[src/rtl/led_pwm_pio.sv]
// Avalon-MM LED PWM controller with synchronised switch inputs, edge capture and interrupt.
// Define LED_PWM_PIO_PRESCALE_EN to include the 8-bit PWM prescaler (CTRL[15:8]).
module led_pwm_pio #(
    parameter int NUM_CH   = 8,
    parameter int PWM_BITS = 8,
    parameter int IN_W     = 4
) (
    input  logic                clk_clk,
    input  logic                reset_reset_n,
    input  logic [3:0]          avs_address,
    input  logic                avs_write,
    input  logic                avs_read,
    input  logic [31:0]         avs_writedata,
    output logic [31:0]         avs_readdata,
    input  logic [IN_W-1:0]     sw_in,
    output logic [NUM_CH-1:0]   led_out,
    output logic                irq
);

    localparam logic [PWM_BITS-1:0] CNT_MAX = '1;

    logic                r_en;
`ifdef LED_PWM_PIO_PRESCALE_EN
    logic [7:0]          r_prescale;
    logic [7:0]          r_pre_cnt;
`endif
    logic [IN_W-1:0]     r_sync1;
    logic [IN_W-1:0]     r_sync2;
    logic [IN_W-1:0]     r_sync3;
    logic [IN_W-1:0]     r_edge;
    logic [IN_W-1:0]     r_irq_mask;
    logic [1:0]          r_arm_cnt;
    logic [PWM_BITS-1:0] r_cnt;
    logic [PWM_BITS-1:0] r_duty_sh  [NUM_CH];
    logic [PWM_BITS-1:0] r_duty_act [NUM_CH];
    logic [NUM_CH-1:0]   r_led;
    logic                r_irq;
    logic [31:0]         r_rdata;

    logic                w_wr_ctrl;
    logic                w_wr_mask;
    logic                w_tick;
    logic                w_wrap;
    logic [IN_W-1:0]     w_rise;
    logic [IN_W-1:0]     w_edge_clr;
    logic [31:0]         w_rdata;
    logic                w_unused_wdata;

    assign w_wr_ctrl      = avs_write && (avs_address == 4'd0);
    assign w_wr_mask      = avs_write && (avs_address == 4'd3);
    assign w_edge_clr     = (avs_write && (avs_address == 4'd2)) ? avs_writedata[IN_W-1:0] : '0;
    assign w_unused_wdata = ^avs_writedata;

    always_ff @(posedge clk_clk or negedge reset_reset_n) begin
        if (!reset_reset_n) begin
            r_en       <= 1'b0;
            r_irq_mask <= '0;
`ifdef LED_PWM_PIO_PRESCALE_EN
            r_prescale <= '0;
`endif
        end else begin
            if (w_wr_ctrl) begin
                r_en <= avs_writedata[0];
`ifdef LED_PWM_PIO_PRESCALE_EN
                r_prescale <= avs_writedata[15:8];
`endif
            end
            if (w_wr_mask) begin
                r_irq_mask <= avs_writedata[IN_W-1:0];
            end
        end
    end

`ifdef LED_PWM_PIO_PRESCALE_EN
    // ">=" keeps the prescaler from running past a PRESCALE value lowered mid-count
    assign w_tick = r_en && (r_pre_cnt >= r_prescale);

    always_ff @(posedge clk_clk or negedge reset_reset_n) begin
        if (!reset_reset_n) begin
            r_pre_cnt <= '0;
        end else if (!r_en || w_tick) begin
            r_pre_cnt <= '0;
        end else begin
            r_pre_cnt <= r_pre_cnt + 8'd1;
        end
    end
`else
    assign w_tick = r_en;
`endif

    assign w_wrap = w_tick && (r_cnt == CNT_MAX);

    always_ff @(posedge clk_clk or negedge reset_reset_n) begin
        if (!reset_reset_n) begin
            r_cnt <= '0;
            r_led <= '0;
            for (int i = 0; i < NUM_CH; i++) begin
                r_duty_sh[i]  <= '0;
                r_duty_act[i] <= '0;
            end
        end else begin
            if (!r_en) begin
                r_cnt <= '0;
            end else if (w_tick) begin
                r_cnt <= r_cnt + 1'b1;
            end
            for (int i = 0; i < NUM_CH; i++) begin
                if (avs_write && (avs_address == 4'(8 + i))) begin
                    r_duty_sh[i] <= avs_writedata[PWM_BITS-1:0];
                end
                if (w_wrap) begin
                    r_duty_act[i] <= r_duty_sh[i];
                end
                r_led[i] <= r_en && (r_cnt < r_duty_act[i]);
            end
        end
    end

    // Edges stay masked until the synchroniser has filled with post-reset input values
    assign w_rise = (r_arm_cnt == 2'd0) ? (r_sync2 & ~r_sync3) : '0;

    always_ff @(posedge clk_clk or negedge reset_reset_n) begin
        if (!reset_reset_n) begin
            r_sync1   <= '0;
            r_sync2   <= '0;
            r_sync3   <= '0;
            r_arm_cnt <= 2'd3;
            r_edge    <= '0;
            r_irq     <= 1'b0;
        end else begin
            r_sync1 <= sw_in;
            r_sync2 <= r_sync1;
            r_sync3 <= r_sync2;
            if (r_arm_cnt != 2'd0) begin
                r_arm_cnt <= r_arm_cnt - 2'd1;
            end
            r_edge <= (r_edge & ~w_edge_clr) | w_rise;
            r_irq  <= |(r_edge & r_irq_mask);
        end
    end

    always_comb begin
        w_rdata = '0;
        case (avs_address)
            4'd0: begin
                w_rdata[0] = r_en;
`ifdef LED_PWM_PIO_PRESCALE_EN
                w_rdata[15:8] = r_prescale;
`endif
            end
            4'd1:    w_rdata[IN_W-1:0] = r_sync2;
            4'd2:    w_rdata[IN_W-1:0] = r_edge;
            4'd3:    w_rdata[IN_W-1:0] = r_irq_mask;
            default: begin
                for (int i = 0; i < NUM_CH; i++) begin
                    if (avs_address == 4'(8 + i)) begin
                        w_rdata[PWM_BITS-1:0] = r_duty_sh[i];
                    end
                end
            end
        endcase
    end

    always_ff @(posedge clk_clk or negedge reset_reset_n) begin
        if (!reset_reset_n) begin
            r_rdata <= '0;
        end else begin
            r_rdata <= avs_read ? w_rdata : '0;
        end
    end

    assign avs_readdata = r_rdata;
    assign led_out      = r_led;
    assign irq          = r_irq;

endmodule

[config.mk]
export PLATFORM = sky130hd
export DESIGN_NAME = led_pwm_pio
export DESIGN_NICKNAME = d
export VERILOG_FILES = /design/src/rtl/led_pwm_pio.sv
export SDC_FILE = /design/constraint.sdc
export NUM_CORES = 1
export LEC_CHECK = 0
export BUFFER_PORTS_ARGS = -buffer_cell sky130_fd_sc_hd__buf_4
export CAP_MARGIN = 40
export CORE_MARGIN = 1.5
export CORE_UTILIZATION = 62
export CTS_CLUSTER_SIZE = 14
export DETAILED_ROUTE_END_ITERATION = 7
export GPL_ROUTABILITY_DRIVEN = 1
export GPL_TIMING_DRIVEN = 0
export PLACE_DENSITY = 0.93
export SLEW_MARGIN = 10
export SYNTH_ARGS = -nofsm -noshare
export SYNTH_HDL_FRONTEND = slang
export SYNTH_SLANG_ARGS = --single-unit
[constraint.sdc]
create_clock -name clk_clk -period 6 [get_ports clk_clk]
set_clock_uncertainty 0.1 [all_clocks]
set_input_delay 0.6 -clock clk_clk [delete_from_list [all_inputs] [get_ports clk_clk]]
set_output_delay 0.6 -clock clk_clk [all_outputs]
set_load 0.005 [all_outputs]
==> summary.txt <==
Timing
  – Tcrit/Tclk final: between 30% and 40%
  – Final setup fails: 0
  – Fin. Hold Viols: 0
  – Slew headroom: around two fifths
  – Worst Max-Slew Pin Slew: 0.911 ns
  – Setup TNS: 0 ns
  – Max Fclk: 427 MHz
  – Max Slew Vio Count: 0
  – RSZ-0062 raised after global routing: false
  – Min cycle time layout: between 2 and 2.5 ns

Worst setup path
  – Worst r2r dst: r_duty_act[2]$_DFFE_PN0P_
  – Required time worst endpoint: about 6.2 ns
  – Crit path DAT: ~2.6 ns
  – FF-to-FF Start: r_cnt[4]$_DFF_PN0_
  – Crit. Startpoint: r_cnt[4]$_DFF_PN0_
  – Critical Path Sink: r_duty_act[2]$_DFFE_PN0P_
  – Reg2Reg Depth: 6
  – Critical Path Source Type: flop
  – Reg2reg setup slack: around 3.7 ns
  – CP endpoint kind: flop
  – Crit path kind: flop to flop
  – Max FO, Critical Path: 11

Die
  – Full die area: roughly 15000 um^2
  – Initial Utilization: approximately 64%
  – Site row count: between 40 and 50
  – Die Height: 124 um
  – Die Width: about 120 um
  – Num ports: 85
  – Core area: about 14000 um^2

Global routing
  – GRT Util Overall: 29.8%
  – First-pass GRT wire length: approximately 33 mm
  – Vias in the first global route: between 6000 and 7000
  – Pin count of the biggest net entering global routing: ~100
  – GR Overflow Total: 0
  – Initial antenna violation count: 0

Pwr
  – Comb pwr share: roughly 15%
  – Reg power frac: 49.7%
  – Max IR drop VDD: between 0.2 and 0.3 mV
  – Pint: about 2.1 mW
  – Leak: between 4 and 5 nW
  – Net Sw Frac: between 20% and 30%
  – Sw Pwr: 0.759 mW
  – Clock power frac: between 30% and 40%
  – PwrDens: roughly 290 nW/um^2

Finish
  – Layout cells sized above 1: about a third
  – Layout area overhead: 12.3%
  – Post-Route Utilization: between 70% and 80%
  – Net count, final: between 800 and 900
  – FF/Latch Area: 4410 um^2
  – Area occupied by multi-input gates: 4050 um^2
  – Antenna cells: 0
  – Filler Cell Count: about 840

Synthesis
  – Post-synth ARST share: 100%
  – Post-synth top area share: about half
  – Mapped cell area: approximately 9000 um^2
  – Post-synth EDFFs: 0
  – Post-synth top area cell: dfrtp_1
  – Synth top area cells: dfrtp_1 48%, mux2_4 9.8%, mux2_2 9.4%
  – Seq cells post-synth: about 180
  – Sequential fraction of the synthesis area: 48.9%
  – Ys flop type: dfrtp_1
  – Post-synthesis cell count: just under 700
  – Synth unique cells: 45
  – Synth Area per Inst: 13.2 um^2
  – Synth warn: 0

Routing
  – Detailed Routing Iterations Pass 1: 5
  – Vias: roughly 6000
  – Residual DRC: 0
  – DR WL/cell: 21.7 um
  – Routed Antenna Nets: 0
  – DR vias/cell: ~6.2
  – DR iter-0 viols: 473
  – Final wirelength: around 20 mm

Status
  – Status: finished, final reports clean

Place
  – PortBufs: 29
  – Post-DP HPWL: about 14 mm
  – Final Wtd Congestion: 0.996

Clock network
  – PostCTS Resize Cnt: 0
  – Post-CTS Setup Repair Bufs: 0
  – # H-tree levels: 4
  – Clock-pin slew of the registers on the worst-case setup and hold paths: around 0.060 ns
  – Clk_lat worst skew: between 0.4 and 0.5 ns
  – CTS tree: done
  – CTS buffer count: 17
  – Clk sink count: between 150 and 200
  – Bufs on Longest Clock Path: 2
  – CTS root buffer: clkbuf_16
  – CTS Hold Bufs: 0

Job
  – # Max-Cap Violations: 0

Hold path
  – Worst min-delay path category: primary input to asynchronous set/reset pin
## metal layers
| metal | up-vias | part of all wire [%] | GRT usage [%] |
|---|---|---|---|
| li1 | 2509 | - | - |
| met1 | 3012 | 40 | 36.4 |
| met2 | 267 | 49 | 48.2 |
| met3 | 78 | 6.4 | 8.30 |
| met4 | 0 | 4.7 | 16.0 |
| met5 | - | 0 | 0 |
## power by group through the flow
stage	combinational [mW]	sequential, mW	clock (mW)
after floorplan	0.275	1.41	0
after global placement	0.385	1.44	0
after detailed placement	0.414	1.46	0
after CTS	0.423	1.44	1.04
after global routing	0.462	1.46	1.09
final	0.426	1.44	1.03
## cells in the final DEF, fill, tap and decap left out, types with 7 or more instances in the layout
cell type  instances
clkbuf_16         17
dfrtp_1          174
a211oi_1           9
mux2_4            59
buf_4             52
conb_1            24
o211a_1            8
o21ai_0           12
inv_1             61
a31oi_1            8
buf_2              7
clkbuf_1          11
and2_1             7
mux2_2            75
o21bai_1           8
nand4b_1           8
nand3_1            8
nand2b_1           8
a21oi_1           12
mux4_2            13
a21o_1             9
nand2_1           39
ha_1              58
buf_12             7
## critical path, cell delays in order (launching register included)
cell     delay [ns]
dfrtp_1        0.72
and3_1         0.28
and3_4         0.20
and4_4         0.25
buf_12         0.17
buf_12         0.18
mux2_4         0.31
## synth_stat cells (4+ instances only)
master / instances
o21ai_0: 12
nor2b_1: 4
nand4b_1: 8
buf_4: 24
nand2b_1: 8
mux2_2: 75
buf_1: 4
and2_1: 7
mux4_2: 13
clkbuf_1: 7
a21oi_1: 12
ha_1: 58
o211a_1: 8
buf_12: 7
nand2_1: 39
o21bai_1: 8
xnor2_1: 4
nand3_1: 8
a211oi_1: 9
dfrtp_1: 174
a21o_1: 9
mux2i_1: 6
inv_1: 61
mux2_4: 59
buf_2: 7
a31oi_1: 8
nor2_2: 6
a22oi_1: 5
## metrics by stage
stage	hold WS [ns]	setup WS [ns]	total power [mW]	cells	area [um^2]
after global placement	0.232	3.36	1.82	915	9540
after floorplan	0.204	4.05	1.69	706	9090
after global routing	0.0587	3.62	3.01	947	10100
final	0.0112	3.66	2.90	947	10100
after detailed placement	0.240	3.60	1.87	916	9570
after CTS	0.0469	3.68	2.90	947	10100
## sequential cells by signal (all words and copies together), names as in the netlist
name and flops:
avs_readdata 8, irq 1, led_out 8, r_arm_cnt 2, r_cnt 8, r_duty_act 64, r_duty_sh 64, r_edge 4
r_en 1, r_irq_mask 4, r_sync1 4, r_sync2 4, r_sync3 4
## final cells by class
| cell class | instances | area share [%] |
|---|---|---|
| clock buffer | 27 | 5.17 |
| sequential | 176 | 43.5 |
| clock inverter | 4 | 0.247 |
| buffer | 50 | 4.03 |
| timing repair buffer | 30 | 2.50 |
| inverter | 61 | 2.26 |
| multi-input combinational | 419 | 40.0 |
| tap | 180 | 2.23 |
## kinds of logic after synthesis
family / synth area share, %
adder cells (fa/ha/maj): 8.06
other: 0.0416
multiplexers: 23.1
AO/OA/AOI/OAI: 6.29
flip-flops: 48.9
AND/OR/NAND/NOR: 5.82
buffers and inverters: 7.07
XOR/XNOR: 0.681
## how the worst min path moves through the flow
stage                               startpoint  depth (start not counted)                         end
after floorplan                  reset_reset_n                          0   avs_readdata[0]$_DFF_PN0_
after detailed placement  r_sync1[0]$_DFF_PN0_                          0        r_sync2[0]$_DFF_PN0_
after CTS                        reset_reset_n                          1  r_duty_act[28]$_DFFE_PN0P_
after global placement    r_sync1[3]$_DFF_PN0_                          0        r_sync2[3]$_DFF_PN0_
after global routing             reset_reset_n                          1  r_duty_act[28]$_DFFE_PN0P_
final                            reset_reset_n                          1  r_duty_act[28]$_DFFE_PN0P_
Note: power is estimated with default switching activity, not from simulation.
